File: config.mk
export PLATFORM = sky130hd
export DESIGN_NAME = fetch_stage
export DESIGN_NICKNAME = d
export VERILOG_FILES = /design/src/rtl/fetch_stage.sv
export SDC_FILE = /design/constraint.sdc
export NUM_CORES = 1
export LEC_CHECK = 0
export CAP_MARGIN = 20
export CORE_MARGIN = 5
export CORE_UTILIZATION = 40
export CTS_BUF_LIST = sky130_fd_sc_hd__clkbuf_2 sky130_fd_sc_hd__clkbuf_4 sky130_fd_sc_hd__clkbuf_8
export CTS_CLUSTER_SIZE = 25
export DETAILED_ROUTE_END_ITERATION = 16
export GPL_ROUTABILITY_DRIVEN = 0
export GPL_TIMING_DRIVEN = 0
export PLACE_DENSITY = 0.8
export RECOVER_POWER = 25
export SYNTH_ARGS = -nofsm -noshare
export SYNTH_HDL_FRONTEND = slang
export SYNTH_SLANG_ARGS = --single-unit
File: constraint.sdc
create_clock -name clk -period 1.95 [get_ports clk]
set_input_delay 0.39 -clock clk [delete_from_list [all_inputs] [get_ports clk]]
set_output_delay 0.39 -clock clk [all_outputs]
set_load 0.02 [all_outputs]
File: src/rtl/fetch_stage.sv
// IF stage plus IF/ID pipeline register: owns the PC, issues instruction fetches,
// and applies EX-stage redirects with optional MIPS delay-slot preservation.
module fetch_stage #(
    parameter logic [31:0] RESET_PC   = 32'h0000_0000,
    parameter bit          DELAY_SLOT = 1'b1,
    parameter logic [31:0] NOP_WORD   = 32'h0000_0000
) (
    input  logic        clk,
    input  logic        rst_n,
    input  logic        stall,
    input  logic        redirect,
    input  logic [31:0] redirect_target,
    output logic [31:0] imem_addr,
    output logic        imem_req,
    input  logic [31:0] imem_rdata,
    input  logic        imem_ready,
    output logic        if_id_valid,
    output logic [31:0] if_id_instr,
    output logic [31:0] if_id_pc_plus4,
    output logic [15:0] squash_cnt
);

    localparam logic [0:0] ST_FETCH = 1'b0;
    localparam logic [0:0] ST_WAIT  = 1'b1;

    logic [0:0]  state_q, state_d;
    logic [31:0] pc_q, pc_d;
    logic        valid_q, valid_d;
    logic [31:0] instr_q, instr_d;
    logic [31:0] pc4_q, pc4_d;
    logic [15:0] squash_q, squash_d;
    logic [1:0]  squash_inc;

    function automatic logic [15:0] sat_add(input logic [15:0] cnt, input logic [1:0] inc);
        logic [16:0] sum;
        sum = {1'b0, cnt} + {15'b0, inc};
        return sum[16] ? 16'hFFFF : sum[15:0];
    endfunction

    // A redirect always discards the IF fetch; without a delay slot the ID instruction dies too.
    assign squash_inc = 2'd1 + {1'b0, (DELAY_SLOT == 1'b0) && valid_q};

    always_comb begin
        state_d  = state_q;
        pc_d     = pc_q;
        valid_d  = valid_q;
        instr_d  = instr_q;
        pc4_d    = pc4_q;
        squash_d = squash_q;
        if (redirect) begin
            pc_d     = redirect_target & 32'hFFFF_FFFC;
            state_d  = ST_FETCH;
            squash_d = sat_add(squash_q, squash_inc);
            if (DELAY_SLOT == 1'b0) begin
                valid_d = 1'b0;
                instr_d = NOP_WORD;
            end
        end else if (!stall) begin
            case (state_q)
                ST_FETCH: if (!imem_ready) state_d = ST_WAIT;
                default:  if (imem_ready)  state_d = ST_FETCH;
            endcase
            if (imem_ready) begin
                instr_d = imem_rdata;
                pc4_d   = pc_q + 32'd4;
                valid_d = 1'b1;
                pc_d    = pc_q + 32'd4;
            end else begin
                valid_d = 1'b0;
                instr_d = NOP_WORD;
            end
        end
    end

    always_ff @(posedge clk or negedge rst_n) begin
        if (!rst_n) begin
            state_q  <= ST_FETCH;
            pc_q     <= RESET_PC;
            valid_q  <= 1'b0;
            instr_q  <= NOP_WORD;
            pc4_q    <= 32'h0000_0000;
            squash_q <= 16'h0000;
        end else begin
            state_q  <= state_d;
            pc_q     <= pc_d;
            valid_q  <= valid_d;
            instr_q  <= instr_d;
            pc4_q    <= pc4_d;
            squash_q <= squash_d;
        end
    end

    assign imem_addr      = pc_q;
    assign imem_req       = rst_n;
    assign if_id_valid    = valid_q;
    assign if_id_instr    = instr_q;
    assign if_id_pc_plus4 = pc4_q;
    assign squash_cnt     = squash_q;

endmodule
== After elaboration in Yosys (flattened, before gate mapping) ==
Cells that the tools add are included.
Widths: inputs -> output; s select.
Storage, ports and cells
  register bits: 113
  input bits: 69
  word-level logic and storage cells: 20
Operators by class
  add/subtract/negate cells: 2
  eq/ne operators: 1
  muxes and demuxes: 6
  bitwise gates (word level): 2
  reductions and logical operators: 4
Operators with widths (count)
  $mux 32: 4
  $add 32x3->32 const B: 1
  $add 16x1->17 const B: 1
  $mux 16: 1
  $reduce_and 2->1: 2
  $reduce_and 3->1: 1
  $ne 2x1->1 const B: 1
  $not 1->1: 2
  $reduce_bool 2->1: 1
  $mux 1: 1

== Logic depth before layout (Yosys ltp) ==
  depth in word-level cells: 4
  depth in mapped cells: 7

== Least setup slack after synthesis ==
Ideal clock, no wire load.
  path kind: register to register
  start: reg pc_q[2], in the netlist imem_addr[2]
  end: reg pc_q[22], in the netlist imem_addr[22]
  setup time: 0.125 ns
  arrival: 1.989 ns
  path slack: -0.163 ns
  stages on the path, launching flop included: 8
  buffers on the path: 1
  cell sequence: dfrtp_1 > ha_1 > nand3_2 > nor4_4 > buf_2 > nand4_1 > xnor2_1 > mux2_2
Between the ends
  word-level cells in the longest chain between the ends: 4
RTL lines
  from (decl): RTL line 27  | logic [31:0] pc_q, pc_d;
  from (signal assigned): RTL line 85  | pc_q <= pc_d;
  $add 32x3->32: RTL line 67  | pc_d = pc_q + 32'd4;
  $mux 32: RTL line 63  | if (imem_ready) begin
  $mux 32: RTL line 58  | end else if (!stall) begin
  $mux 32: RTL line 50  | if (redirect) begin
No other way between the ends. The select of a mux whose other input is x is not followed.
A chain may end at the register's enable or synchronous reset.

== Final worst setup path ==
  start: in stall
  end: reg pc_q[14], in the netlist imem_addr[14]
Between the ends
  word-level cells in the longest chain between the ends: 2
RTL lines
  from (decl): RTL line 10  | input logic stall,
  $ne 2x1->1 (no source line)
  $reduce_and 2->1 (no source line)
No other way between the ends.

==> results.sh <==
export IMPL_met2_length_um=8130
export IMPL_maxCapViolCount=0
export IMPL_holdWs_ns=0.501
export IMPL_grt_ovfl_total=0
export IMPL_cp_max_fo=9
export IMPL_netlist_area_leader_share_pct=53.0
export IMPL_dp_hpwl_um=12400
export IMPL_synth_compound_area_share_pct=13.0
export IMPL_async_flop_share_pct=100
export IMPL_critical_path_arrival_ns=2.17
export IMPL_period_share_pct=96.3
export IMPL_layout_min_cycle_time_ns=1.88
export IMPL_drc=0
export IMPL_antenna_cells=0
export IMPL_dp_cells=863
export IMPL_maxSlewHeadroom_pct=26.5
export IMPL_hold_path_class="reg2reg"
export IMPL_yosys_top_cells_count="dfrtp_1, nand2_1, xor2_1"
export IMPL_setup_violations_final=0
export IMPL_synthSimpleGateAreaFrac_pct=18.2
export IMPL_cp_top_family="simple AND/OR/NAND/NOR gates"
export IMPL_path_clk_slew_ns=0.10
export IMPL_portBuffers=175
export IMPL_setup_worst_path_class="in2reg"
export IMPL_ys_seq_area_share_pct=53.0
export IMPL_max_stage_delay_ns=0.47
export IMPL_startpoint_type="input port"
export IMPL_synthDistinctLibCells=38
export IMPL_fp_row_count=41
export IMPL_cts_tree="yes"
export IMPL_synth_most_common_cell="dfrtp_1"
export IMPL_critPathBufInv=2
export IMPL_synth_edff_count=0
export IMPL_synth_cells=512
export IMPL_antenna_found_initial=0
export IMPL_worstMarginPinSlew_ns=1.10
export IMPL_cp_cell_sequence="clkdlybuf4s50_1 -> nand2b_1 -> clkbuf_2 -> nor4_1 -> nand3_1 -> xor2_1 -> o21ai_0"
export IMPL_grt_max_degree=65
export IMPL_die_area_um2=15200
export IMPL_intPower_mw=4.17
export IMPL_insertion_delay_ns=0.38
export IMPL_grt_setup_unrepaired="yes"
export IMPL_critical_path_slowest_cell="nor4_1"
export IMPL_max_vdd_ir_drop_v=0.000534
export IMPL_wl_met3_um=1680
export IMPL_synth_flop_cell="dfrtp_1"
export IMPL_p_switching_mw=2.08
export IMPL_synthMuxAreaShare_pct=1.48
export IMPL_pwr_share_comb_pct=31.3
export IMPL_synth_seq_cells=109
export IMPL_synth_top_cell_by_area="dfrtp_1"
export IMPL_placed_cell_area_um2=7160
export IMPL_synth_fa_ha_area_share_pct=0.486
export IMPL_outcome="completed"
export IMPL_die_x_um=123
export IMPL_clockBufferDepth=2
export IMPL_drtIter0Drc=209
export IMPL_area_growth_pct=49.4
export IMPL_via_per_inst=5.23
export IMPL_synth_xor_area_share_pct=10.0
export IMPL_io_pins=183
export IMPL_drt_total_wl_um=16500
export IMPL_yosys_warnings=0
export IMPL_post_route_util_pct=60.9
export IMPL_vias=4704
export IMPL_timing_setup_tns_ns=0
export IMPL_cts_made_buffers=9
export IMPL_root_buffer="clkbuf_8"
export IMPL_avgSynthCellArea_um2=10.1
export IMPL_hold_viol=0
export IMPL_p_sw_share_pct=33.3
export IMPL_slew_viol_final=0
export IMPL_total_power_mw=6.26
export IMPL_required_ns=2.24
export IMPL_instances_no_fill=900
export IMPL_syn_area_um2=5150
export IMPL_highest_layer="met4"
export IMPL_wl_met1_um=6440
export IMPL_synth_area_leaders="dfrtp_1, xor2_1, a22o_1"
export IMPL_endpoint_kind="register"
export IMPL_p_clk_share_pct=22.9
export IMPL_core_region_area_um2=12600
export IMPL_wl_per_cell_um=18.4
export IMPL_firstDrtPassIters=4
export IMPL_ant_nets=0
export IMPL_clock_skew_ns=0.00876
export IMPL_grt_pass1_wl_um=25300
export IMPL_grt_pass1_vias=4852
export IMPL_track_usage_pct=21.6
export IMPL_place_ws_ns=-0.888
export IMPL_power_density_nw_per_um2=813
export IMPL_fp_dieH_um=123
export IMPL_p_seq_share_pct=45.8
export IMPL_cellLeakagePower_nw=3.24
export IMPL_drive_gt1_share_pct=13.2
export IMPL_htree_levels=3
export IMPL_nets=794
export IMPL_cts_sinks=109
export IMPL_initial_core_util_pct=40.8
export IMPL_synth_top_family_by_area="simple AND/OR/NAND/NOR gates"
export IMPL_postLayoutCellArea_um2=7690
export IMPL_timing_fmax_mhz=532
export IMPL_worst_slack_ns=0.0718
## state kept, by name (all words and copies together), names as in the netlist
register / cells
if_id_instr: 32
if_id_pc_plus4: 30
imem_addr: 30
if_id_valid: 1
squash_cnt: 16
## power by group through the flow
stage / registers [mW] / clock network (mW) / logic (mW)
5_1_grt: 2.92 / 1.58 / 2.10
4_1_cts: 2.85 / 1.49 / 1.96
6_report: 2.86 / 1.43 / 1.96
3_3_place_gp: 2.88 / 0 / 1.85
3_5_place_dp: 2.89 / 0 / 1.90
2_1_floorplan: 3.23 / 0 / 0.517
## layout by cell type, fill, tap and decap left out, drive strengths merged, types with 3 or more instances in the layout
cell,Yosys,final
and2,4,4
a22o,32,32
conb,1,4
inv,3,4
nor2,40,40
xor2,42,42
nor4,5,5
o21a,4,4
buf,17,35
a21oi,31,31
nand2,50,50
a31oi,4,4
nor3,6,6
dlymetal6s2s,0,9
or3,4,4
o21ai,33,33
nand3,30,30
nand4,27,27
and3,12,12
clkbuf,22,35
xnor2,17,17
dfrtp,109,109
and4,3,3
clkdlybuf4s50,0,163
mux2,5,5
## area by class of cell
cell class                 count  area [um^2]
buffer                        38          208
clock buffer                  10          138
sequential                   109         2740
clock inverter                 6         71.3
tap                          172          215
timing repair buffer         198         1950
fill                        1057         4930
inverter                       3         11.3
multi-input combinational    364         2350
## layer usage
layer | up-vias | track usage [%]
li1 | 2212 | -
met1 | 2261 | 24.7
met2 | 210 | 37.4
met3 | 21 | 7.69
met4 | 0 | 7.13
met5 | - | 0
## worst paths after layout
check,slack (ns),start,depth (start not counted),endpoint
worst max-delay path,0.07,stall,7,imem_addr[14]
worst min-delay path,0.50,if_id_valid,1,if_id_valid
worst max register to register,0.09,imem_addr[16],7,if_id_pc_plus4[25]
worst min register to register,0.50,if_id_valid,1,if_id_valid
max in group asynchronous,0.27,rst_n,3,if_id_instr[22]
min in group asynchronous,0.97,rst_n,3,if_id_pc_plus4[22]
## cells by family (layout without fill, tap and decap cells)
kind of cell	Yosys count	in the layout
flip-flops	109	109
other	1	4
AND/OR/NAND/NOR	186	186
AO/OA/AOI/OAI	106	106
adder cells (fa/ha/maj)	2	2
XOR/XNOR	59	59
multiplexers	7	7
buffers and inverters	42	255
## what timing repair did
| action | in CTS | in global routing |
|---|---|---|
| cloned | 0 | 0 |
| resized for setup | 26 | 37 |
| pin swaps | 3 | 3 |
| setup endpoints to repair | 88 | 39 |
| setup buffers | 7 | 12 |
| hold buffers | 3 | 0 |
| endpoints found under the hold margin | 45 | 0 |
Power figures use the tool's default switching activity.
